===== config.mk =====
export PLATFORM = sky130hd
export DESIGN_NAME = wearout_acq_scheduler_flat
export DESIGN_NICKNAME = d
export VERILOG_FILES = /design/src/rtl/wearout_acq_if.sv /design/src/rtl/wearout_acq_scheduler.sv /design/src/flat_wrapper.sv
export SDC_FILE = /design/constraint.sdc
export NUM_CORES = 1
export LEC_CHECK = 0
export ABC_AREA = 1
export CORE_MARGIN = 4
export CORE_UTILIZATION = 40
export DETAILED_ROUTE_END_ITERATION = 16
export PLACE_DENSITY = 0.78
export SLEW_MARGIN = 20
export SYNTH_ARGS = -nofsm -noshare
export SYNTH_HDL_FRONTEND = slang
export SYNTH_SLANG_ARGS = --single-unit

===== constraint.sdc =====
create_clock -name Clk -period 3.2 [get_ports Clk]
set_input_delay 0.48 -clock Clk [delete_from_list [all_inputs] [get_ports Clk]]
set_output_delay 0.48 -clock Clk [all_outputs]
set_load 0.01 [all_outputs]

===== src/rtl/wearout_acq_if.sv =====
// Bus between the CPU/sensor side and the wear-out acquisition scheduler.
interface wearout_acq_if #(
    parameter int NUM_CH     = 8,
    parameter int FIFO_DEPTH = 8,
    parameter int RES_W      = 16
);
    localparam int LVL_W = $clog2(FIFO_DEPTH + 1);

    logic                      CmdValid;
    logic [31:0]               CPUCommand;
    logic [NUM_CH-1:0]         ScanMask;
    logic                      STATUS_CLEAR;
    logic [NUM_CH-1:0]         SensorReq;
    logic [NUM_CH-1:0]         SensorValid;
    logic [NUM_CH*RES_W-1:0]   SensorResult;
    logic [NUM_CH*3-1:0]       SensorError;
    logic                      ResultPop;
    logic [31:0]               ResultForCPU;
    logic [LVL_W-1:0]          FifoLevel;
    logic [3:0]                StatusBits;

    modport master (
        output CmdValid, CPUCommand, ScanMask, STATUS_CLEAR,
        output SensorValid, SensorResult, SensorError, ResultPop,
        input  SensorReq, ResultForCPU, FifoLevel, StatusBits
    );

    modport slave (
        input  CmdValid, CPUCommand, ScanMask, STATUS_CLEAR,
        input  SensorValid, SensorResult, SensorError, ResultPop,
        output SensorReq, ResultForCPU, FifoLevel, StatusBits
    );
endinterface


===== src/rtl/wearout_acq_scheduler.sv =====
// Multi-channel wear-out sensor acquisition scheduler with a first-word-fall-through result FIFO.
// Define ACQ_STALL_ON_FULL_EN to hold the measurement on a full FIFO instead of dropping the result.
module wearout_acq_scheduler #(
    parameter int NUM_CH     = 8,
    parameter int FIFO_DEPTH = 8,
    parameter int RES_W      = 16
) (
    input logic          Clk,
    input logic          Rst,
    wearout_acq_if.slave bus
);
    localparam int AW    = (FIFO_DEPTH > 1) ? $clog2(FIFO_DEPTH) : 1;
    localparam int LVL_W = $clog2(FIFO_DEPTH + 1);
    localparam int ENT_W = RES_W + 9;

    typedef enum logic [1:0] {S_IDLE = 2'd0, S_REQ = 2'd1, S_ADV = 2'd2} state_e;

    state_e             state_q, state_d;
    logic [1:0]         mode_q;
    logic [5:0]         ch_q;
    logic [NUM_CH-1:0]  mask_q;
    logic [11:0]        thr_q, cnt_q;
    logic [ENT_W-1:0]   mem_q [FIFO_DEPTH];
    logic [AW-1:0]      wr_q, rd_q;
    logic [LVL_W-1:0]   level_q;
    logic               done_q, err_q, ovf_q;

    logic [1:0]         cmd_mode_s;
    logic [5:0]         cmd_ch_s, adv_ch_s;
    logic [11:0]        cmd_thr_s;
    logic               stop_s, start_s, start_ok_s, more_s;
    logic [6:0]         first_s, next_s, wrap_s;
    logic               cur_valid_s, timeout_s, evt_s, req_evt_s, fire_s, stall_s;
    logic [RES_W-1:0]   cur_res_s;
    logic [2:0]         cur_err_s;
    logic [ENT_W-1:0]   live_ent_s, ent_s, head_s;
    logic               full_s, empty_s, pop_s, push_s, drop_s;
    logic               done_set_s, err_set_s, busy_s, unused_s;
    logic [NUM_CH-1:0]  req_s;
    logic [15:0]        val_s;

    // Returns {found, index} of the lowest set bit of m at or above start.
    function automatic logic [6:0] find_from(input logic [NUM_CH-1:0] m, input int start);
        logic [6:0] r;
        r = 7'd0;
        for (int i = NUM_CH - 1; i >= 0; i--) begin
            r = (i >= start && m[i]) ? {1'b1, 6'(i)} : r;
        end
        return r;
    endfunction

    assign cmd_mode_s = bus.CPUCommand[31:30];
    assign cmd_ch_s   = bus.CPUCommand[29:24];
    assign cmd_thr_s  = bus.CPUCommand[23:12];
    assign unused_s   = ^bus.CPUCommand[11:0];
    assign stop_s     = bus.CmdValid && (cmd_mode_s == 2'b00);
    assign start_s    = bus.CmdValid && (cmd_mode_s != 2'b00) && (state_q == S_IDLE);
    assign first_s    = (cmd_mode_s == 2'b01) ? {(int'(cmd_ch_s) < NUM_CH), cmd_ch_s}
                                              : find_from(bus.ScanMask, 0);
    assign start_ok_s = first_s[6];
    assign next_s     = find_from(mask_q, int'(ch_q) + 1);
    assign wrap_s     = find_from(mask_q, 0);

    // Channel to visit after the inter-request gap
    always_comb begin
        more_s   = 1'b0;
        adv_ch_s = ch_q;
        if (mode_q == 2'b01) begin
            more_s = 1'b0;
        end else if (next_s[6]) begin
            more_s   = 1'b1;
            adv_ch_s = next_s[5:0];
        end else if (mode_q == 2'b11) begin
            more_s   = wrap_s[6];
            adv_ch_s = wrap_s[5:0];
        end else begin
            more_s = 1'b0;
        end
    end

    // Select the handshake of the channel being measured
    always_comb begin
        cur_valid_s = 1'b0;
        cur_res_s   = '0;
        cur_err_s   = 3'b000;
        for (int i = 0; i < NUM_CH; i++) begin
            cur_valid_s = (ch_q == 6'(i)) ? bus.SensorValid[i] : cur_valid_s;
            cur_res_s   = (ch_q == 6'(i)) ? bus.SensorResult[i*RES_W +: RES_W] : cur_res_s;
            cur_err_s   = (ch_q == 6'(i)) ? bus.SensorError[i*3 +: 3] : cur_err_s;
        end
    end

    assign timeout_s  = (thr_q != 12'd0) && (cnt_q == thr_q - 12'd1);
    assign live_ent_s = cur_valid_s ? {cur_res_s, cur_err_s, ch_q} : {{RES_W{1'b0}}, 3'b111, ch_q};
    assign full_s     = (level_q == LVL_W'(FIFO_DEPTH));
    assign empty_s    = (level_q == LVL_W'(0));
    assign pop_s      = bus.ResultPop && !empty_s;

`ifdef ACQ_STALL_ON_FULL_EN
    logic             pend_q;
    logic [ENT_W-1:0] pend_ent_q;

    assign evt_s   = pend_q || cur_valid_s || timeout_s;
    assign ent_s   = pend_q ? pend_ent_q : live_ent_s;
    assign stall_s = req_evt_s && full_s && !pop_s;

    // Result captured while the FIFO is full, released on the first push opportunity
    always_ff @(posedge Clk) begin
        if (Rst) begin
            pend_q     <= 1'b0;
            pend_ent_q <= '0;
        end else if (stall_s) begin
            pend_q     <= 1'b1;
            pend_ent_q <= ent_s;
        end else if (fire_s || stop_s) begin
            pend_q     <= 1'b0;
        end
    end
`else
    assign evt_s   = cur_valid_s || timeout_s;
    assign ent_s   = live_ent_s;
    assign stall_s = 1'b0;
`endif

    // A stop in the same cycle as a result discards the result
    assign req_evt_s = (state_q == S_REQ) && evt_s && !stop_s;
    assign fire_s    = req_evt_s && !stall_s;
    assign push_s    = fire_s && (!full_s || pop_s);
    assign drop_s    = fire_s && full_s && !pop_s;

    assign done_set_s = ((state_q == S_ADV) && !stop_s && !more_s) ||
                        (start_s && (cmd_mode_s != 2'b01) && !start_ok_s);
    assign err_set_s  = fire_s && (ent_s[8:6] != 3'b001);

    // FSM state register
    always_ff @(posedge Clk) begin
        if (Rst) state_q <= S_IDLE;
        else     state_q <= state_d;
    end

    // FSM next-state logic
    always_comb begin
        state_d = state_q;
        case (state_q)
            S_IDLE:  state_d = (start_s && start_ok_s) ? S_REQ : S_IDLE;
            S_REQ: begin
                if (stop_s)      state_d = S_IDLE;
                else if (fire_s) state_d = S_ADV;
                else             state_d = S_REQ;
            end
            S_ADV: begin
                if (stop_s)      state_d = S_IDLE;
                else if (more_s) state_d = S_REQ;
                else             state_d = S_IDLE;
            end
            default: state_d = S_IDLE;
        endcase
    end

    // FSM outputs: one-hot request and busy flag
    always_comb begin
        req_s = '0;
        for (int i = 0; i < NUM_CH; i++) begin
            req_s[i] = (state_q == S_REQ) && (ch_q == 6'(i));
        end
        busy_s = (state_q != S_IDLE);
    end

    // Command latch, channel sequencing and timeout counter
    always_ff @(posedge Clk) begin
        if (Rst) begin
            mode_q <= 2'b00;
            ch_q   <= 6'd0;
            mask_q <= '0;
            thr_q  <= 12'd0;
            cnt_q  <= 12'd0;
        end else if (start_s && start_ok_s) begin
            mode_q <= cmd_mode_s;
            ch_q   <= first_s[5:0];
            mask_q <= bus.ScanMask;
            thr_q  <= cmd_thr_s;
            cnt_q  <= 12'd0;
        end else if ((state_q == S_REQ) && !evt_s) begin
            cnt_q  <= cnt_q + 12'd1;
        end else if ((state_q == S_ADV) && more_s) begin
            ch_q   <= adv_ch_s;
            cnt_q  <= 12'd0;
        end
    end

    // Sticky status; a set in the same cycle as STATUS_CLEAR wins
    always_ff @(posedge Clk) begin
        if (Rst) begin
            done_q <= 1'b0;
            err_q  <= 1'b0;
            ovf_q  <= 1'b0;
        end else begin
            done_q <= done_set_s || (done_q && !bus.STATUS_CLEAR);
            err_q  <= err_set_s  || (err_q  && !bus.STATUS_CLEAR);
            ovf_q  <= drop_s     || (ovf_q  && !bus.STATUS_CLEAR);
        end
    end

    // FIFO pointers and occupancy
    always_ff @(posedge Clk) begin
        if (Rst) begin
            wr_q    <= '0;
            rd_q    <= '0;
            level_q <= '0;
        end else begin
            if (push_s) wr_q <= wr_q + AW'(1);
            if (pop_s)  rd_q <= rd_q + AW'(1);
            level_q <= level_q + LVL_W'(push_s) - LVL_W'(pop_s);
        end
    end

    // FIFO storage
    always_ff @(posedge Clk) begin
        if (push_s) mem_q[wr_q] <= ent_s;
    end

    // Head-of-FIFO formatting for the CPU
    always_comb begin
        head_s = mem_q[rd_q];
        val_s  = 16'd0;
        val_s[RES_W-1:0] = head_s[ENT_W-1:9];
        if (empty_s) bus.ResultForCPU = 32'd0;
        else         bus.ResultForCPU = {val_s, head_s[8:6], head_s[5:0], 6'd0, 1'b1};
    end

    assign bus.SensorReq  = req_s;
    assign bus.FifoLevel  = level_q;
    assign bus.StatusBits = {ovf_q, busy_s, err_q, done_q};
endmodule


===== src/flat_wrapper.sv =====
// flat-port wrapper written by rule: the top's interface ports become plain ports
module wearout_acq_scheduler_flat 
#(
    parameter int NUM_CH     = 8,
    parameter int FIFO_DEPTH = 8,
    parameter int RES_W      = 16
)
  (Clk, Rst, bus_CmdValid, bus_CPUCommand, bus_ScanMask, bus_STATUS_CLEAR, bus_SensorValid, bus_SensorResult, bus_SensorError, bus_ResultPop, bus_SensorReq, bus_ResultForCPU, bus_FifoLevel, bus_StatusBits);
  wearout_acq_if #(.NUM_CH(NUM_CH), .FIFO_DEPTH(FIFO_DEPTH), .RES_W(RES_W)) bus_i ();
  input logic Clk;
  input logic Rst;
  input wire logic [$bits(bus_i.CmdValid)-1:0] bus_CmdValid;
  input wire logic [$bits(bus_i.CPUCommand)-1:0] bus_CPUCommand;
  input wire logic [$bits(bus_i.ScanMask)-1:0] bus_ScanMask;
  input wire logic [$bits(bus_i.STATUS_CLEAR)-1:0] bus_STATUS_CLEAR;
  input wire logic [$bits(bus_i.SensorValid)-1:0] bus_SensorValid;
  input wire logic [$bits(bus_i.SensorResult)-1:0] bus_SensorResult;
  input wire logic [$bits(bus_i.SensorError)-1:0] bus_SensorError;
  input wire logic [$bits(bus_i.ResultPop)-1:0] bus_ResultPop;
  output wire logic [$bits(bus_i.SensorReq)-1:0] bus_SensorReq;
  output wire logic [$bits(bus_i.ResultForCPU)-1:0] bus_ResultForCPU;
  output wire logic [$bits(bus_i.FifoLevel)-1:0] bus_FifoLevel;
  output wire logic [$bits(bus_i.StatusBits)-1:0] bus_StatusBits;
  assign bus_i.CmdValid = bus_CmdValid;
  assign bus_i.CPUCommand = bus_CPUCommand;
  assign bus_i.ScanMask = bus_ScanMask;
  assign bus_i.STATUS_CLEAR = bus_STATUS_CLEAR;
  assign bus_i.SensorValid = bus_SensorValid;
  assign bus_i.SensorResult = bus_SensorResult;
  assign bus_i.SensorError = bus_SensorError;
  assign bus_i.ResultPop = bus_ResultPop;
  assign bus_SensorReq = bus_i.SensorReq;
  assign bus_ResultForCPU = bus_i.ResultForCPU;
  assign bus_FifoLevel = bus_i.FifoLevel;
  assign bus_StatusBits = bus_i.StatusBits;
  wearout_acq_scheduler #(.NUM_CH(NUM_CH), .FIFO_DEPTH(FIFO_DEPTH), .RES_W(RES_W)) u_core (.Clk(Clk), .Rst(Rst), .bus(bus_i));
endmodule

# == Word level (Yosys, flattened, before mapping) ==
# Memory sizes are Yosys's and may differ from the RTL's. A register that Yosys moved wholly into a read port is not among the register bits.
# Index checks and enable logic that the tools add are counted.
# totals
reg_bits,55
latchBits,0
mem_bits_rw,200
mem_bits_ro,0
in_bits,205
word_cells,182
memories,1
# memory_table
memory,depth,word_bits,rd,rd_ports_with_merged_regs,write_ports,line,text
u_core.mem_q,8,25,1,1,1,wearout_acq_scheduler.sv:23,logic [ENT_W-1:0] mem_q [FIFO_DEPTH];
# op_classes
addsub,7
mul,0
div_mod_pow,0
order_cmp,9
n_eq_ne,18
shift,0
muxes,72
n_bitwise,0
reduce_logical,63
# op_table
operator,n
7-bit two-way mux,25
"4-bit by 32-bit greater-or-equal comparator with 1-bit output, first input constant",4
16-bit two-way mux,8
"3-bit by 32-bit greater-or-equal comparator with 1-bit output, first input constant",2
1-bit logical AND,37
6-bit two-way mux,6
"1-bit by 32-bit greater-or-equal comparator with 1-bit output, first input constant",1
"2-bit by 32-bit greater-or-equal comparator with 1-bit output, first input constant",1
32-bit two-way mux,1
3-bit two-way mux,10
25-bit two-way mux,1
"6-bit by 3-bit == test with 1-bit output, second input constant",4
12-bit two-way mux,2
1-bit two-way mux,15
"12-bit by 1-bit adder with 12-bit output, second input constant",1
12-bit == test,1
"6-bit by 2-bit == test with 1-bit output, second input constant",2
12-bit nonzero test,1
"12-bit by 1-bit subtractor with 12-bit output, second input constant",1
1-bit logical NOT,8
2-bit nonzero test,4
"6-bit by 1-bit adder with 7-bit output, second input constant",1
"3-bit by 1-bit adder with 3-bit output, second input constant",2
"2-bit by 1-bit == test with 1-bit output, second input constant",3
other kinds (18),28

# == Logic depth before layout (Yosys ltp) ==
# Gate-level depths: netlist of the first run.
# logic_depth
word_depth,17
ltp_mapped,20

# == Worst setup path after synthesis of the first run ==
# OpenSTA, ideal clock, no wires.
# synth_path
kind,register -> register
from,register u_core.ch_q[0]
to,"memory u_core.mem_q[0][0] (netlist name), enable pin"
setup_time_ps,407
t_arrival_ps,2938
t_required_ps,2793
setup_slack_ps,-145
stages_incl_launch_ff,15
n_path_buf,1
path_cell_list,dfxtp_1 -> ha_1 -> nand2_1 -> nor2_1 -> buf_2 -> a21oi_1 -> nand3_1 -> nand2_1 -> nand2_1 -> nand2_2 -> nand2_2 -> nand3_2 -> inv_2 -> nand2_1 -> nor2_1
# synth_between
elab_chain_cells,15
# synth_lines
item,line,text
start: declaration,wearout_acq_scheduler.sv:20,logic [5:0] ch_q;
start signal: assignment,wearout_acq_scheduler.sv:179,ch_q <= first_s[5:0];
start signal: assignment,wearout_acq_scheduler.sv:186,ch_q <= adv_ch_s;
6-bit logical NOT,wearout_acq_scheduler.sv:87,cur_valid_s = (ch_q == 6'(i)) ? bus.SensorValid[i] : cur_valid_s;
1-bit two-way mux (7 in a row),wearout_acq_scheduler.sv:87,
1-bit two-way mux *,wearout_acq_scheduler.sv:87,
1-bit logical OR *,wearout_acq_scheduler.sv:120,assign evt_s = cur_valid_s || timeout_s;
1-bit logical AND * (2 in a row),wearout_acq_scheduler.sv:126,assign req_evt_s = (state_q == S_REQ) && evt_s && !stop_s;
1-bit logical AND *,wearout_acq_scheduler.sv:128,assign push_s = fire_s && (!full_s || pop_s);
named net u_core.push_s,wearout_acq_scheduler.sv:37,"logic full_s, empty_s, pop_s, push_s, drop_s;"
1-bit two-way mux *,wearout_acq_scheduler.sv:219,if (push_s) mem_q[wr_q] <= ent_s;
1-bit two-way mux (not written as such) *,wearout_acq_scheduler.sv:219,
end: declaration,wearout_acq_scheduler.sv:23,
# Mark *: on every way through the listed nets, which the timed path passes. The rest lies on a longest branch.

==> results of run 1 <==
[power by group through the flow]
stage	clock network, mW	logic [mW]	registers [mW]
floorplan	0	2.10	4.04
global placement	0	3.68	4.07
detailed placement	0	3.79	4.08
CTS	3.04	3.83	4.01
global route	3.19	4.30	4.01
finish	3.00	3.92	4.00
[critical path, cell delays in order (launching register included)]
cell             delay [ps]
dfxtp_4                 410
inv_2                   170
buf_12                  220
o21ai_0                 120
o22ai_1                 140
o21ai_0                 100
a31oi_1                 310
clkdlybuf4s50_1         610
[state kept, by name, indices dropped and copies added, names as in the netlist, named ones only]
| signal | cells |
|---|---|
| u_core.bus.FifoLevel | 4 |
| u_core.ch_q | 6 |
| u_core.cnt_q | 12 |
| u_core.done_q | 1 |
| u_core.err_q | 1 |
| u_core.mask_q | 8 |
| u_core.mem_q | 200 |
| u_core.mode_q | 2 |
| u_core.ovf_q | 1 |
| u_core.rd_q | 3 |
| u_core.state_q | 2 |
| u_core.thr_q | 12 |
| u_core.wr_q | 3 |
[synthesized netlist by cell type, types with 12 or more instances]
library cell,count
buf_2,13
ha_1,15
nand2_1,188
a31oi_1,26
o22ai_1,25
inv_1,92
dfxtp_1,58
o21ai_0,204
nor3_1,13
nor2_1,250
clkbuf_1,53
nand3_1,97
edfxtp_1,200
buf_4,15
o211ai_1,20
a21oi_1,88
xor2_1,12
[cells by family (layout without fill, tap and decap cells)]
group / Yosys count / count (layout) / share of synthesized area
xor gates and xnor gates: 20 / 20 / 0.01365
other: 1 / 6 / 0.0002922
AOI/OAI and AO/OA: 373 / 373 / 0.1561
adders and majority gates: 16 / 16 / 0.01619
DFF: 258 / 258 / 0.5585
buffers and inverters: 188 / 443 / 0.06123
and+or+nand+nor: 587 / 587 / 0.1940
[area by class of cell]
cell class              count  share of cell area
clock inverters            16            0.008753
inverters                 102             0.02270
repair buffers            291              0.1770
clock buffers              34             0.04161
flip-flops and latches    258              0.4251
well taps                 402             0.02982
multi-input cells        1002              0.2950
[repair_timing]
action                                  in CTS  in global routing
endpoints found under the setup margin       8                 32
hold buffers                                 0                  0
resized for setup                            4                  9
gates cloned                                 0                  1
pin swaps                                    0                  2
buffers inserted                             0                  4
[layout by cell type, fill, tap and decap left out, types with 15 or more instances in the layout]
| master | instances |
|---|---|
| clkbuf_16 | 28 |
| a21oi_1 | 88 |
| o211ai_1 | 20 |
| clkdlybuf4s50_1 | 233 |
| a31oi_1 | 22 |
| nor2_1 | 240 |
| nand3_1 | 96 |
| ha_1 | 15 |
| edfxtp_1 | 200 |
| buf_4 | 39 |
| o21ai_0 | 204 |
| inv_1 | 92 |
| o22ai_1 | 25 |
| nand2_1 | 188 |
| buf_12 | 15 |
| dfxtp_1 | 57 |
[layer usage]
metal / vias up / GRT usage
met5: - / 0
met4: 6 / 0.05006
met3: 76 / 0.03285
met2: 516 / 0.3513
met1: 5267 / 0.2781
li1: 5472 / -
[worst paths after layout]
check | cells after the start | end | slack (ps) | start
max reg2reg | 13 | u_core.mem_q[6][21]$_DFFE_PP_ | 260 | u_core.ch_q[1]$_SDFFE_PP0P_
min | 2 | u_core.mode_q[1]$_SDFFE_PP0P_ | 480 | u_core.mode_q[1]$_SDFFE_PP0P_
min reg2reg | 2 | u_core.mode_q[1]$_SDFFE_PP0P_ | 480 | u_core.mode_q[1]$_SDFFE_PP0P_
max | 7 | bus_ResultForCPU[17] | 80 | flip-flop
==> impl_metrics.env, run 1 <==
export IMPL_dpl_instance_area_um2=15910
export IMPL_p_switching_mw=3.695
export IMPL_intPower_mw=7.224
export IMPL_rsz0062_at_grt="yes"
export IMPL_fin_util=0.5332
export IMPL_drive_above_1_share=0.08280
export IMPL_worstSkewPairLatency_ps=550
export IMPL_end_kind="output pin"
export IMPL_p_leak_nw=6.128
export IMPL_synthArstFlopShare=0
export IMPL_tritoncts="yes"
export IMPL_fmax_ghz=0.3205
export IMPL_rows=65
export IMPL_clock_path_buffers=3
export IMPL_slew_headroom=0.5495
export IMPL_place_gp_congestion=0.9220
export IMPL_htreeDepth=1
export IMPL_hold_violations=0
export IMPL_synth_cell_type_count=43
export IMPL_grt_max_degree=71
export IMPL_yosys_register_bits=258
export IMPL_worstSetupPathType="reg -> out"
export IMPL_cap_violations=0
export IMPL_place_ws_ps=291.4
export IMPL_critPathArrivalTime_ps=2640
export IMPL_grt_use_total=0.2064
export IMPL_drt_iter0_drc=1271
export IMPL_synth_top_area_share=0.4680
export IMPL_dieArea_um2=35010
export IMPL_power_mw=10.92
export IMPL_worst_pin_slew_ps=675.7
export IMPL_drt_first_pass_iters=6
export IMPL_cts_buffers=27
export IMPL_cts_sinks=258
export IMPL_top_layer_used="met5"
export IMPL_synth_area_um2=12830
export IMPL_status="complete, no violations"
export IMPL_multi_input_area_um2=4976
export IMPL_dpl_cell_count=2050
export IMPL_root_buffer="clkbuf_16"
export IMPL_met1Wirelength_mm=15.91
export IMPL_core_area_um2=31640
export IMPL_antennaDiodeCount=0
export IMPL_final_net_count=1903
export IMPL_remaining_drc_errors=0
export IMPL_num_io_pins=253
export IMPL_finClkSkew_ps=28.87
export IMPL_clk_pin_slew_ps=60
export IMPL_seqPwrFrac=0.366
export IMPL_synth_edf_count=200
export IMPL_die_h_um=187.1
export IMPL_crit_fanout=35
export IMPL_vias=11340
export IMPL_io_buffers=234
export IMPL_start_util=0.4056
export IMPL_yosysSeqAreaShare=0.5585
export IMPL_grt_pass1_wl_mm=58.67
export IMPL_dr_wl_met3_mm=2.948
export IMPL_routedWlPerCell_um=18.09
export IMPL_ir_worst_vdd_uv=435.7
export IMPL_grt_overflow=0
export IMPL_antenna_found_initial=3
export IMPL_design_area_um2=16870
export IMPL_grt_pass1_vias=11010
export IMPL_area_delta_synth_final_pct=31.44
export IMPL_synthTopCellsByArea="edfxtp_1 47%, dfxtp_1 9.0%, o21ai_0 8.0%"
export IMPL_synth_top_area_cell="edfxtp_1"
export IMPL_combPwrFrac=0.359
export IMPL_whs_ps=477.0
export IMPL_netSwitchingFraction=0.3384
export IMPL_hp_class="reg -> reg"
export IMPL_yosys_warnings=0
export IMPL_pwr_share_clk=0.275
export IMPL_wl_met2_mm=18.30
export IMPL_via_per_inst=5.386
export IMPL_power_density_nw_per_um2=647.3
export IMPL_drv_slew=0
export IMPL_worstPathRequired_ps=2720
export IMPL_startpoint_type="flip-flop"
export IMPL_post_route_period_util=0.9750
export IMPL_synth_avg_cell_area_um2=8.893
export IMPL_die_w_um=187.1
export IMPL_seq_area_um2=7171
export IMPL_fin_setup_tns_ps=0
export IMPL_worst_slack_ps=79.90
export IMPL_ant_nets=0
export IMPL_place_hpwl_mm=26.02
export IMPL_final_cells=2105
export IMPL_synth_ff_type="edfxtp_1"
export IMPL_syn_inst=1443
export IMPL_fillers=2730
export IMPL_setup_viol=0
export IMPL_totalWireLength_mm=38.08
export IMPL_min_period_ps=3120
No activity file was read; power rests on OpenSTA's default activity.
==> inputs of run 2 (changes only) <==
--- a/config.mk
+++ b/config.mk
@@ -7,9 +7,9 @@
 export LEC_CHECK = 0
 export ABC_AREA = 1
 export CORE_MARGIN = 4
-export CORE_UTILIZATION = 40
+export CORE_UTILIZATION = 56
 export DETAILED_ROUTE_END_ITERATION = 16
-export PLACE_DENSITY = 0.78
+export PLACE_DENSITY = 0.95
 export SLEW_MARGIN = 20
 export SYNTH_ARGS = -nofsm -noshare
 export SYNTH_HDL_FRONTEND = slang
==> constraint.sdc (replaced) <==
create_clock -name Clk -period 3.8 [get_ports Clk]
set_input_delay 0.57 -clock Clk [delete_from_list [all_inputs] [get_ports Clk]]
set_output_delay 0.57 -clock Clk [all_outputs]
set_load 0.01 [all_outputs]
==> impl_metrics.env, run 2 (same netlist as run 1, synthesis figures left out) <==
export IMPL_end_kind="output pin"
export IMPL_remaining_drc_errors=0
export IMPL_drv_slew=0
export IMPL_io_buffers=234
export IMPL_drt_iter0_drc=1498
export IMPL_tritoncts="yes"
export IMPL_clk_pin_slew_ps=60
export IMPL_holdBufCountCts=0
export IMPL_place_gp_congestion=0.9682
export IMPL_ant_nets=0
export IMPL_layout_commonest_cell="nor2_1"
export IMPL_grt_pass1_vias=11460
export IMPL_post_route_period_util=0.9381
export IMPL_area_delta_synth_final_pct=28.15
export IMPL_setup_viol=0
export IMPL_dpl_instance_area_um2=15530
export IMPL_clock_path_buffers=3
export IMPL_slowest_stage="dfxtp_2"
export IMPL_p_leak_nw=6.009
export IMPL_drt_first_pass_iters=5
export IMPL_critPathArrivalTime_ps=2990
export IMPL_final_net_count=1887
export IMPL_rows=55
export IMPL_top_register="u_core.mem_q"
export IMPL_use_met1=0.3580
export IMPL_pwr_share_clk=0.292
export IMPL_die_w_um=159.4
export IMPL_grt_pass1_wl_mm=59.84
export IMPL_worstPathRequired_ps=3230
export IMPL_cpPeakStageDelay_ps=670
export IMPL_core_area_um2=22570
export IMPL_crit_top_cell="nor2_1"
export IMPL_final_cell_mix="241 x nor2_1, 234 x clkdlybuf4s50_1, 204 x o21ai_0, 200 x edfxtp_1, 188 x nand2_1"
export IMPL_worst_pin_slew_ps=822.0
export IMPL_path_cells="buf_4 -> nor2_1 -> nor2_1 -> o21ai_0 -> a31oi_1 -> clkdlybuf4s50_1"
export IMPL_via_per_inst=6.018
export IMPL_grt_use_total=0.2932
export IMPL_totalWireLength_mm=38.89
export IMPL_largest_reg_flops=200
export IMPL_drive_above_1_share=0.07300
export IMPL_min_period_ps=3565
export IMPL_cts_buffers=25
export IMPL_hp_class="reg -> reg"
export IMPL_grt_overflow=0
export IMPL_design_area_um2=16440
export IMPL_p_switching_mw=3.118
export IMPL_top_usage_layer="met2"
export IMPL_fin_util=0.7285
export IMPL_cts_sinks=258
export IMPL_ir_worst_vdd_uv=393.1
export IMPL_start_util=0.5685
export IMPL_seqPwrFrac=0.366
export IMPL_grt_max_degree=67
export IMPL_root_buffer="clkbuf_16"
export IMPL_vias=11860
export IMPL_met2_usage=0.5132
export IMPL_netSwitchingFraction=0.3360
export IMPL_intPower_mw=6.162
export IMPL_finClkSkew_ps=17.65
export IMPL_die_h_um=159.4
export IMPL_power_mw=9.279
export IMPL_cap_violations=0
export IMPL_rsz0062_at_grt="no"
export IMPL_fmax_ghz=0.2805
export IMPL_dieArea_um2=25400
export IMPL_antenna_found_initial=0
export IMPL_fin_setup_tns_ps=0
export IMPL_combPwrFrac=0.342
export IMPL_antennaDiodeCount=0
export IMPL_worstSkewPairLatency_ps=540
export IMPL_htreeDepth=1
export IMPL_power_density_nw_per_um2=564.3
export IMPL_fillers=1518
export IMPL_place_hpwl_mm=26.49
export IMPL_startpoint_type="flip-flop"
export IMPL_slew_headroom=0.4520
export IMPL_status="complete, no violations"
export IMPL_num_io_pins=253
export IMPL_biggestRegsByFlops="u_core.mem_q: 200 flops, u_core.cnt_q: 12 flops, u_core.thr_q: 12 flops"
export IMPL_hold_violations=0
export IMPL_crit_fanout=27
export IMPL_met3_usage=0.05229
export IMPL_routedWlPerCell_um=19.74
export IMPL_worstSetupPathType="reg -> out"
==> run 2: final cells by class <==
type / instances / area [um2] / area share
Clock buffer: 27 / 633.1 / 0.03850
Multi-Input combinational cell: 1002 / 4938 / 0.3003
Timing Repair Buffer: 277 / 2690 / 0.1636
Sequential cell: 258 / 7169 / 0.4360
Inverter: 102 / 382.9 / 0.02328
Clock inverter: 19 / 274.0 / 0.01666
Tap cell: 285 / 356.6 / 0.02168
==> run 2: critical path, delay by kind of cell, from the launching register on <==
kind	cells	cell delay (ps)
simple gates	2	280
compound gates	2	480
buf+inv	2	1010
flops	1	670
==> run 2: power groups by stage <==
stage / combinational [mW] / sequential [mW] / clock (mW)
after floorplan: 1.77 / 3.40 / 0
after global placement: 2.92 / 3.44 / 0
after detailed placement: 3.06 / 3.45 / 0
after CTS: 3.13 / 3.39 / 2.72
after global routing: 3.45 / 3.40 / 2.85
final: 3.17 / 3.39 / 2.71
==> run 2: path summary, 6_finish.rpt <==
check / startpoint / end / slack (ps) / depth (start not counted)
min: u_core.rd_q[2]$_SDFFE_PP0P_ / u_core.rd_q[2]$_SDFFE_PP0P_ / 470 / 2
min reg2reg: u_core.rd_q[2]$_SDFFE_PP0P_ / u_core.rd_q[2]$_SDFFE_PP0P_ / 470 / 2
max reg2reg: u_core.ch_q[1]$_SDFFE_PP0P_ / u_core.bus.FifoLevel[3]$_SDFF_PP0_ / 360 / 15
max: flip-flop / bus_ResultForCPU[28] / 240 / 6
==> run 2: metrics by stage <==
| stage | hold WS [ps] | setup WS (ps) | std cells |
|---|---|---|---|
| floorplan | 433.4 | 454.9 | 1448 |
| global placement | 448.2 | 629.8 | 1924 |
| detailed placement | 464.2 | 478.8 | 1924 |
| CTS | 478.7 | 176.3 | 1970 |
| global route | 495.7 | 29.43 | 1970 |
| finish | 471.1 | 235.1 | 1970 |
==> run 2: routing by layer <==
metal	vias up	share of wire
met5	-	0
met3	129	0.10
met1	5478	0.36
li1	5432	-
met4	0	0.044
met2	816	0.49
==> run 2: repair_timing <==
item                                    CTS  global route
endpoints found under the setup margin    0             2
setup buffers                             0             0
endpoints found under the hold margin     0             0
resized for setup                         0             2
==> inputs of run 3 (changes only) <==
--- a/config.mk
+++ b/config.mk
@@ -7,9 +7,11 @@
 export LEC_CHECK = 0
 export ABC_AREA = 1
 export CORE_MARGIN = 4
-export CORE_UTILIZATION = 56
+export CORE_UTILIZATION = 45
 export DETAILED_ROUTE_END_ITERATION = 16
-export PLACE_DENSITY = 0.95
+export PLACE_DENSITY = 0.82
+export RECOVER_POWER = 50
+export SETUP_SLACK_MARGIN = 0.2
 export SLEW_MARGIN = 20
 export SYNTH_ARGS = -nofsm -noshare
 export SYNTH_HDL_FRONTEND = slang
==> impl_metrics.env, run 3 (same netlist as run 1, synthesis figures left out) <==
export IMPL_status="complete, no violations"
export IMPL_clk_pin_slew_ps=60
export IMPL_core_area_um2=27930
export IMPL_design_area_um2=16300
export IMPL_crit_fanout=17
export IMPL_drv_slew=0
export IMPL_tritoncts="yes"
export IMPL_root_buffer="clkbuf_16"
export IMPL_drive_above_1_share=0.05963
export IMPL_dpl_instance_area_um2=15580
export IMPL_post_route_period_util=0.9295
export IMPL_clock_path_buffers=3
export IMPL_rows=61
export IMPL_startpoint_type="flip-flop"
export IMPL_min_period_ps=3532
export IMPL_io_buffers=234
export IMPL_final_cell_mix="242 x nor2_1, 220 x clkdlybuf4s50_1, 205 x o21ai_0, 200 x edfxtp_1, 189 x nand2_1"
export IMPL_largest_reg_flops=200
export IMPL_fin_setup_tns_ps=0
export IMPL_die_h_um=176.9
export IMPL_fin_util=0.5836
export IMPL_cp_depth=6
export IMPL_biggestRegsByFlops="u_core.mem_q: 200 flops, u_core.cnt_q: 12 flops, u_core.thr_q: 12 flops"
export IMPL_hp_class="reg -> reg"
export IMPL_ir_worst_vdd_uv=332.5
export IMPL_drt_iter0_drc=1169
export IMPL_antenna_found_initial=4
export IMPL_ant_nets=0
export IMPL_hold_violations=0
export IMPL_place_gp_congestion=0.9093
export IMPL_htreeDepth=1
export IMPL_drt_first_pass_iters=5
export IMPL_worstPathRequired_ps=3230
export IMPL_place_ws_ps=526.2
export IMPL_grt_use_total=0.2230
export IMPL_grt_pass1_vias=10840
export IMPL_slew_headroom=0.4464
export IMPL_worst_pin_slew_ps=828.4
export IMPL_worstRegToRegCells=16
export IMPL_worstSetupPathType="reg -> out"
export IMPL_num_io_pins=253
export IMPL_finClkSkew_ps=13.55
export IMPL_remaining_drc_errors=0
export IMPL_via_per_inst=5.525
export IMPL_cpPeakStageDelay_ps=630
export IMPL_slowest_stage="clkdlybuf4s50_1"
export IMPL_critPathArrivalTime_ps=2960
export IMPL_dieArea_um2=31280
export IMPL_totalWireLength_mm=36.01
export IMPL_postCtsSetupRepairBufs=0
export IMPL_grt_overflow=0
export IMPL_final_cells=2056
export IMPL_setup_viol=0
export IMPL_path_buf_inv=2
export IMPL_dpl_cell_count=2010
export IMPL_end_kind="output pin"
export IMPL_area_delta_synth_final_pct=27.05
export IMPL_vias=11360
export IMPL_rr_startpoint="u_core.ch_q[1]$_SDFFE_PP0P_"
export IMPL_start_util=0.4594
export IMPL_worst_slack_ps=267.8
export IMPL_cap_violations=0
export IMPL_place_hpwl_mm=24.99
export IMPL_whs_ps=466.9
export IMPL_power_mw=8.707
export IMPL_crit_end="bus_ResultForCPU[13]"
export IMPL_power_density_nw_per_um2=534.0
export IMPL_ff2ff_setup_slack_ps=420
export IMPL_grt_pass1_wl_mm=56.26
export IMPL_r2r_end="u_core.mem_q[2][17]$_DFFE_PP_"
export IMPL_setup_worst_path_start="u_core.bus.FifoLevel[2]$_SDFF_PP0_"
export IMPL_path_delay_family="buffers and inverters"
export IMPL_p_leak_nw=5.911
export IMPL_die_w_um=176.9
export IMPL_grt_max_degree=101
export IMPL_holdBufCountCts=0
export IMPL_cts_sinks=258
export IMPL_layout_commonest_cell="nor2_1"
export IMPL_top_register="u_core.mem_q"
export IMPL_path_cells="inv_1 -> ha_1 -> nand2_1 -> o21ai_0 -> a31oi_1 -> clkdlybuf4s50_1"
export IMPL_final_net_count=1881
export IMPL_rsz0062_at_grt="no"
export IMPL_fmax_ghz=0.2831
export IMPL_cts_buffers=26
export IMPL_ctsResizeCount=0
export IMPL_worstSkewPairLatency_ps=530
export IMPL_routedWlPerCell_um=17.51
## run 3: worst min-delay path: cells and delay by family, from the launching register on
kind	cells	cell delay, ps
DFF	1	310
buffers and inverters	1	50
AOI/OAI and AO/OA	1	60
## run 3: metal layers
layer,share of wire,up-vias,wire length [um],global-route usage
li1,-,5427,-,-
met1,0.40,5332,14550,0.2960
met2,0.49,514,17630,0.3843
met3,0.082,81,2942,0.03760
met4,0.024,6,852,0.05319
met5,0.00089,-,32,0
## run 3: cell type report
cell class | instances | area (um2)
Fill cell | 2353 | 11630
Sequential cell | 258 | 7168
Multi-Input combinational cell | 1002 | 4918
Timing Repair Buffer | 270 | 2606
Clock buffer | 32 | 673.1
Tap cell | 378 | 473.0
Inverter | 102 | 386.6
Clock inverter | 13 | 75.07
Antenna cell | 1 | 2.502
## run 3: worst min path at each step
| stage | from | end | slack (ps) | depth (start not counted) |
|---|---|---|---|---|
| finish | u_core.rd_q[2]$_SDFFE_PP0P_ | u_core.rd_q[2]$_SDFFE_PP0P_ | 470 | 2 |
| global route | u_core.rd_q[2]$_SDFFE_PP0P_ | u_core.rd_q[2]$_SDFFE_PP0P_ | 490 | 2 |
| CTS | u_core.rd_q[2]$_SDFFE_PP0P_ | u_core.rd_q[2]$_SDFFE_PP0P_ | 470 | 2 |
| detailed placement | u_core.rd_q[2]$_SDFFE_PP0P_ | u_core.rd_q[2]$_SDFFE_PP0P_ | 460 | 2 |
| global placement | u_core.rd_q[2]$_SDFFE_PP0P_ | u_core.rd_q[2]$_SDFFE_PP0P_ | 450 | 2 |
| floorplan | u_core.rd_q[2]$_SDFFE_PP0P_ | flip-flop | 430 | 2 |
## run 3: report_power, final
group | switching (mW) | total (mW) | internal, mW
logic | 1.89 | 3.09 | 1.20
clock network | 1.01 | 2.26 | 1.25
registers | 0.0653 | 3.35 | 3.29
